$ cat src/rtl/core_pkg.sv
// core_pkg: shared types and sizing for the vector dispatcher
package core_pkg;
  localparam int InsnIDNum = 8;
  localparam int IdW = $clog2(InsnIDNum);
  typedef logic [IdW-1:0] insn_id_t;
  typedef logic [IdW:0] insn_ptr_t;
  typedef struct packed {
    logic [7:0]  vtype;
    logic [15:0] vl;
  } vec_context_t;
  typedef struct packed {
    logic valid;
    logic cmt;
    logic done;
    logic illegal;
  } disp_entry_t;
  typedef enum logic {IDLE, WAIT} issue_state_e;
endpackage

$ cat src/rtl/rvv_id_table.sv
// rvv_id_table: per-ID entry table with tail/commit/head pointers and in-order retire selection
module rvv_id_table import core_pkg::*; (
  input  logic     clk,
  input  logic     rst,
  input  logic     alloc,
  input  logic     nonspec,
  input  logic     flush,
  input  logic     done,
  input  insn_id_t done_id,
  input  logic     done_illegal,
  output logic     full,
  output insn_id_t tail_id,
  output logic     commit,
  output insn_id_t commit_id,
  output logic     retire,
  output insn_id_t retire_id,
  output logic     retire_illegal
);
  disp_entry_t ent [InsnIDNum];
  disp_entry_t ent_nxt [InsnIDNum];
  insn_ptr_t tail, cpt, head, cpt_nxt, tail_nxt, span;
  disp_entry_t hd;
  assign tail_id = tail[IdW-1:0];
  assign commit_id = cpt[IdW-1:0];
  assign retire_id = head[IdW-1:0];
  assign hd = ent[head[IdW-1:0]];
  assign full = (tail ^ head) == insn_ptr_t'(InsnIDNum);
  assign commit = nonspec && cpt != tail && ent[cpt[IdW-1:0]].valid;
  assign retire = hd.valid && hd.done && (hd.cmt || hd.illegal);
  assign retire_illegal = hd.illegal;
  assign cpt_nxt = cpt + insn_ptr_t'(commit);
  assign tail_nxt = flush ? cpt_nxt : tail + insn_ptr_t'(alloc);
  assign span = tail - cpt_nxt;
  // entry updates: allocate, grant, done, then clears (retire/flush) take priority
  always_comb begin
    for (int i = 0; i < InsnIDNum; i++) begin
      ent_nxt[i] = ent[i];
      if (alloc && tail_id == insn_id_t'(i)) ent_nxt[i] = '{valid: 1'b1, default: 1'b0};
      if (commit && commit_id == insn_id_t'(i)) ent_nxt[i].cmt = 1'b1;
      if (done && done_id == insn_id_t'(i) && ent[i].valid) begin
        ent_nxt[i].done = 1'b1;
        ent_nxt[i].illegal = done_illegal;
      end
      if ((retire && retire_id == insn_id_t'(i)) ||
          (flush && {1'b0, insn_id_t'(insn_id_t'(i) - cpt_nxt[IdW-1:0])} < span))
        ent_nxt[i] = '0;
    end
  end
  // table and pointer state
  always_ff @(posedge clk or posedge rst) begin
    if (rst) begin
      for (int i = 0; i < InsnIDNum; i++) ent[i] <= '0;
      tail <= '0;
      cpt <= '0;
      head <= '0;
    end else begin
      for (int i = 0; i < InsnIDNum; i++) ent[i] <= ent_nxt[i];
      tail <= tail_nxt;
      cpt <= cpt_nxt;
      head <= head + insn_ptr_t'(retire);
    end
  end
  a_nonspec_live: assert property (@(posedge clk) disable iff (rst) nonspec |-> cpt != tail);
endmodule

$ cat src/rtl/rvv_dispatcher.sv
// rvv_dispatcher: scalar-side issue/commit/done/retire initiator for the vector coprocessor
module rvv_dispatcher import core_pkg::*; (
  input  logic         clk_i,
  input  logic         rst_i,
  input  logic         req_valid_i,
  output logic         req_ready_o,
  input  logic [31:0]  req_insn_i,
  input  vec_context_t req_vec_context_i,
  input  logic         nonspec_i,
  input  logic         flush_i,
  output logic         vec_valid_o,
  input  logic         vec_ready_i,
  output logic [31:0]  vec_insn_o,
  output insn_id_t     vec_insn_id_o,
  output vec_context_t vec_context_o,
  output logic         vec_flush_o,
  output logic         vec_can_commit_o,
  output insn_id_t     vec_can_commit_id_o,
  input  logic         vec_done_i,
  input  insn_id_t     vec_done_id_i,
  input  logic         vec_illegal_i,
  output logic         retire_valid_o,
  output insn_id_t     retire_id_o,
  output logic         retire_illegal_o
);
  issue_state_e state, state_nxt;
  logic full, alloc, commit, retire, retire_ill;
  insn_id_t tail_id, commit_id, retire_id;
  assign alloc = req_valid_i && req_ready_o;
  rvv_id_table u_table (
    .clk(clk_i), .rst(rst_i), .alloc(alloc), .nonspec(nonspec_i), .flush(flush_i),
    .done(vec_done_i), .done_id(vec_done_id_i), .done_illegal(vec_illegal_i),
    .full(full), .tail_id(tail_id), .commit(commit), .commit_id(commit_id),
    .retire(retire), .retire_id(retire_id), .retire_illegal(retire_ill)
  );
  // issue FSM state register
  always_ff @(posedge clk_i or posedge rst_i) begin
    if (rst_i) state <= IDLE;
    else state <= state_nxt;
  end
  // issue FSM next state: a flush abandons a pending issue
  always_comb begin
    state_nxt = state == IDLE ? (alloc ? WAIT : IDLE) : (flush_i || vec_ready_i ? IDLE : WAIT);
  end
  // issue FSM outputs
  always_comb begin
    req_ready_o = state == IDLE && !full && !flush_i && !rst_i;
    vec_valid_o = state == WAIT;
  end
  // issue payload held stable while waiting for the coprocessor
  always_ff @(posedge clk_i or posedge rst_i) begin
    if (rst_i) begin
      vec_insn_o <= '0;
      vec_context_o <= '0;
      vec_insn_id_o <= '0;
    end else if (alloc) begin
      vec_insn_o <= req_insn_i;
      vec_context_o <= req_vec_context_i;
      vec_insn_id_o <= tail_id;
    end
  end
  // single-cycle flush, commit-permission and retire pulses
  always_ff @(posedge clk_i or posedge rst_i) begin
    if (rst_i) begin
      vec_flush_o <= 1'b0;
      vec_can_commit_o <= 1'b0;
      vec_can_commit_id_o <= '0;
      retire_valid_o <= 1'b0;
      retire_id_o <= '0;
      retire_illegal_o <= 1'b0;
    end else begin
      vec_flush_o <= flush_i;
      vec_can_commit_o <= commit;
      vec_can_commit_id_o <= commit ? commit_id : '0;
      retire_valid_o <= retire;
      retire_id_o <= retire ? retire_id : '0;
      retire_illegal_o <= retire && retire_ill;
    end
  end
endmodule

$ cat config.mk
export PLATFORM = sky130hd
export DESIGN_NAME = rvv_dispatcher
export DESIGN_NICKNAME = d
export VERILOG_FILES = /design/src/rtl/core_pkg.sv /design/src/rtl/rvv_id_table.sv /design/src/rtl/rvv_dispatcher.sv
export SDC_FILE = /design/constraint.sdc
export NUM_CORES = 1
export LEC_CHECK = 0
export CORE_UTILIZATION = 40
export CTS_CLUSTER_SIZE = 16
export DETAILED_ROUTE_END_ITERATION = 7
export GPL_TIMING_DRIVEN = 1
export HOLD_SLACK_MARGIN = 0.02
export PLACE_DENSITY = 0.67
export RECOVER_POWER = 25
export SLEW_MARGIN = 20
export SYNTH_ARGS = -nofsm -noshare
export SYNTH_HDL_FRONTEND = slang
export SYNTH_SLANG_ARGS = --single-unit
$ cat constraint.sdc
create_clock -name clk_i -period 5.45 [get_ports clk_i]
set_clock_uncertainty 0.1 [all_clocks]
set_input_delay 0.8175 -clock clk_i [delete_from_list [all_inputs] [get_ports clk_i]]
set_output_delay 0.8175 -clock clk_i [all_outputs]
set_load 0.01 [all_outputs]
==> flow_metrics.env <==
export IMPL_drtIter0Drc=278
export IMPL_use_met3_pct=4.67
export IMPL_cp_required_ns=5.60
export IMPL_synth_top_family_by_area="multiplexers"
export IMPL_failed_checks="capacitance limit, slew limit"
export IMPL_fillCellCount=1075
export IMPL_cts_max_level=4
export IMPL_mostFrequentLayoutCell="clkdlybuf4s50_1"
export IMPL_ys_seq_area_share_pct=50.7
export IMPL_port_buffers=137
export IMPL_setup_tns_final_ns=0
export IMPL_first_pass_iters=4
export IMPL_synth_seq_cells=114
export IMPL_drive_gt1_share_pct=14.5
export IMPL_vias_per_cell=5.35
export IMPL_insertion_delay_ns=0.42
export IMPL_antenna_found_initial=0
export IMPL_io_pins=138
export IMPL_ctsResizeCount=0
export IMPL_wl_per_cell_um=18.4
export IMPL_stdcell_count=784
export IMPL_syn_inst=458
export IMPL_crit_type="flip-flop to flip-flop"
export IMPL_setup_violations=0
export IMPL_clock_sinks=114
export IMPL_synth_edff_count=0
export IMPL_finalCriticalPeriod_ns=4.62
export IMPL_overflow=0
export IMPL_synth_xor_area_share_pct=3.71
export IMPL_ys_flop_type="dfrtp_1"
export IMPL_startpoint="u_table.tail[1]"
export IMPL_multi_input_area_sq_um=2540
export IMPL_async_reset_ff_share_pct=100
export IMPL_drtAntennaViolNets=0
export IMPL_slew_limit_headroom_pct=-99.9
export IMPL_cap_violations=1
export IMPL_met1_usage_pct=26.6
export IMPL_core_area_sq_um=13500
export IMPL_rr_startpoint="u_table.tail[1]"
export IMPL_gp_congestion=0.898
export IMPL_routed_wl_um=14400
export IMPL_cts_tree="built"
export IMPL_most_common_layout_cells="clkdlybuf4s50_1 (135), dfrtp_1 (114), mux2_2 (43)"
export IMPL_grt_first_pass_wirelength_um=23500
export IMPL_hold_slack_ns=0.391
export IMPL_cp_start_kind="flip-flop"
export IMPL_synth_compound_area_share_pct=7.82
export IMPL_yosysWarnings=0
export IMPL_die_x_um=121
export IMPL_synth_avg_cell_area_sq_um=12.3
export IMPL_grt_use_met2_pct=35.2
export IMPL_holdBufCountCts=0
export IMPL_placedCellCount=752
export IMPL_grt_busiest_layer="met2"
export IMPL_synth_cell_types=57
export IMPL_arrival_ns=4.76
export IMPL_cp_max_fo=13
export IMPL_nNetsFinal=683
export IMPL_n_antenna_cell=0
export IMPL_status="finished, violations left"
export IMPL_drc=0
export IMPL_cts_buffers=17
export IMPL_fp_dieH_um=121
export IMPL_vias=4192
export IMPL_hold_viol_final=0
export IMPL_initial_core_util_pct=41.7
export IMPL_dieArea_sq_um=14600
export IMPL_grt_use_total_pct=21.5
export IMPL_grt_max_degree=78
export IMPL_synth_adder_area_share_pct=4.80
export IMPL_rsz0062_at_grt="no"
export IMPL_hp_class="flip-flop to flip-flop"
export IMPL_areaGrowthSynthToFinish_pct=37.0
export IMPL_power_leakage_nw=3.31
export IMPL_rows=42
export IMPL_syn_nets=546
export IMPL_synth_mux_area_share_pct=15.6
export IMPL_fmaxAchievable_ghz=0.217
export IMPL_post_cts_buffers=0
export IMPL_cts_buffer_depth=2
export IMPL_p_per_area_nw_per_um2=488
export IMPL_endpoint_kind="flip-flop"
export IMPL_drv_slew=78
export IMPL_worst_slew_pin_slew_ns=3.00
export IMPL_dp_final_hpwl_um=10700
export IMPL_regArea_sq_um=2850
export IMPL_synth_area_sq_um=5630
export IMPL_cts_root_buffer="clkbuf_16"
export IMPL_hp_start="vec_context_o[13]"
export IMPL_grt_pass1_vias=4452
export IMPL_post_route_period_util_pct=84.7
export IMPL_synthSimpleGateAreaFrac_pct=13.2
export IMPL_clkSlewWorstSetupHoldPaths_ns=0.05
export IMPL_peakVddDrop_mv=0.294
[synth_stat cells, types with 3 or more instances]
cell	number	area [sq um]
xnor2_1	10	87.6
nand3_1	7	35.0
and2_1	4	25.0
mux2_2	43	484
dfrtp_1	114	2850
a21oi_1	20	100
nand2_1	30	113
buf_4	5	37.5
buf_6	9	101
nor4_1	4	25.0
nor3_1	19	95.1
and3_1	10	62.6
nand3b_1	7	52.6
ha_1	20	250
mux4_1	3	78.8
a22oi_1	4	30.0
o21ai_0	6	30.0
nor2b_1	11	68.8
nand2b_1	4	25.0
nor2_1	13	48.8
inv_1	17	63.8
a211oi_1	9	67.6
nand4_1	4	25.0
xor2_1	8	70.1
o31ai_1	6	45.0
mux2_1	19	214
mux4_2	4	90.1
a32oi_1	3	26.3
nor3b_1	6	45.0
buf_2	4	20.0
[worst max-delay path: stages, from the launching register on]
cell	delay [ns]
dfrtp_1	0.54
xor2_1	0.24
o41ai_1	0.53
nor2_1	0.17
o21a_1	0.25
ha_1	0.24
ha_1	0.47
inv_1	0.13
fa_1	0.51
inv_1	0.07
ha_1	0.29
a21oi_1	0.20
nor2b_1	0.09
o31ai_1	0.50
a211oi_1	0.12
[area by class of cell]
class,count,share of cell area (%)
clock inverter,8,1.90
tap,176,2.86
timing repair buffer,139,18.0
multi-input combinational,306,32.9
sequential,114,37.0
clock buffer,24,6.51
inverter,17,0.827
[stage by stage]
stage	setup WS (ns)	util [%]	power [mW]	instance area [sq um]
2_1_floorplan	1.40	-	2.06	5630
3_3_place_gp	1.03	52.3	2.53	7070
3_5_place_dp	0.858	52.3	2.56	7070
4_1_cts	0.855	57.1	3.78	7710
5_1_grt	0.441	57.1	4.05	7710
6_report	0.834	57.1	3.76	7710
[cell families (layout without fill, tap and decap cells)]
group	count (synthesis)	after routing
buf+inv	38	188
flops	114	114
compound gates	61	61
fa+ha+maj	21	21
xor+xnor	20	20
simple gates	134	134
mux	70	70
[per-layer routing]
layer,up-vias,part of all wire [%]
met5,-,0
met4,0,2.6
met3,27,5.9
met2,136,51
met1,2087,41
li1,1942,-
[path summary, 6_finish.rpt]
path | endpoint | slack [ns] | depth (start not counted)
min in group asynchronous | vec_insn_o[29] | 1.86 | 2
max in group asynchronous | vec_context_o[10] | 1.67 | 3
hold / removal | vec_context_o[13] | 0.39 | 1
setup / recovery | u_table.ent[20] | 0.83 | 14
setup reg to reg | u_table.ent[20] | 0.83 | 14
hold reg to reg | vec_context_o[13] | 0.39 | 1
[report_power, final]
group          internal, mW  total (mW)  switching (mW)
Combinational         0.676        1.43           0.753
Sequential            0.984        1.12           0.139
Clock                 0.825        1.21           0.385
[sequential cells by signal, summed over array words and instances (netlist names), 3 cells and up]
| signal | count |
|---|---|
| retire_id_o | 3 |
| vec_can_commit_id_o | 3 |
| vec_insn_o | 32 |
| vec_context_o | 24 |
| u_table.ent | 32 |
| u_table.cpt | 4 |
| u_table.tail | 4 |
| vec_insn_id_o | 3 |
| u_table.head | 4 |
No activity file was read; power rests on OpenSTA's default activity.
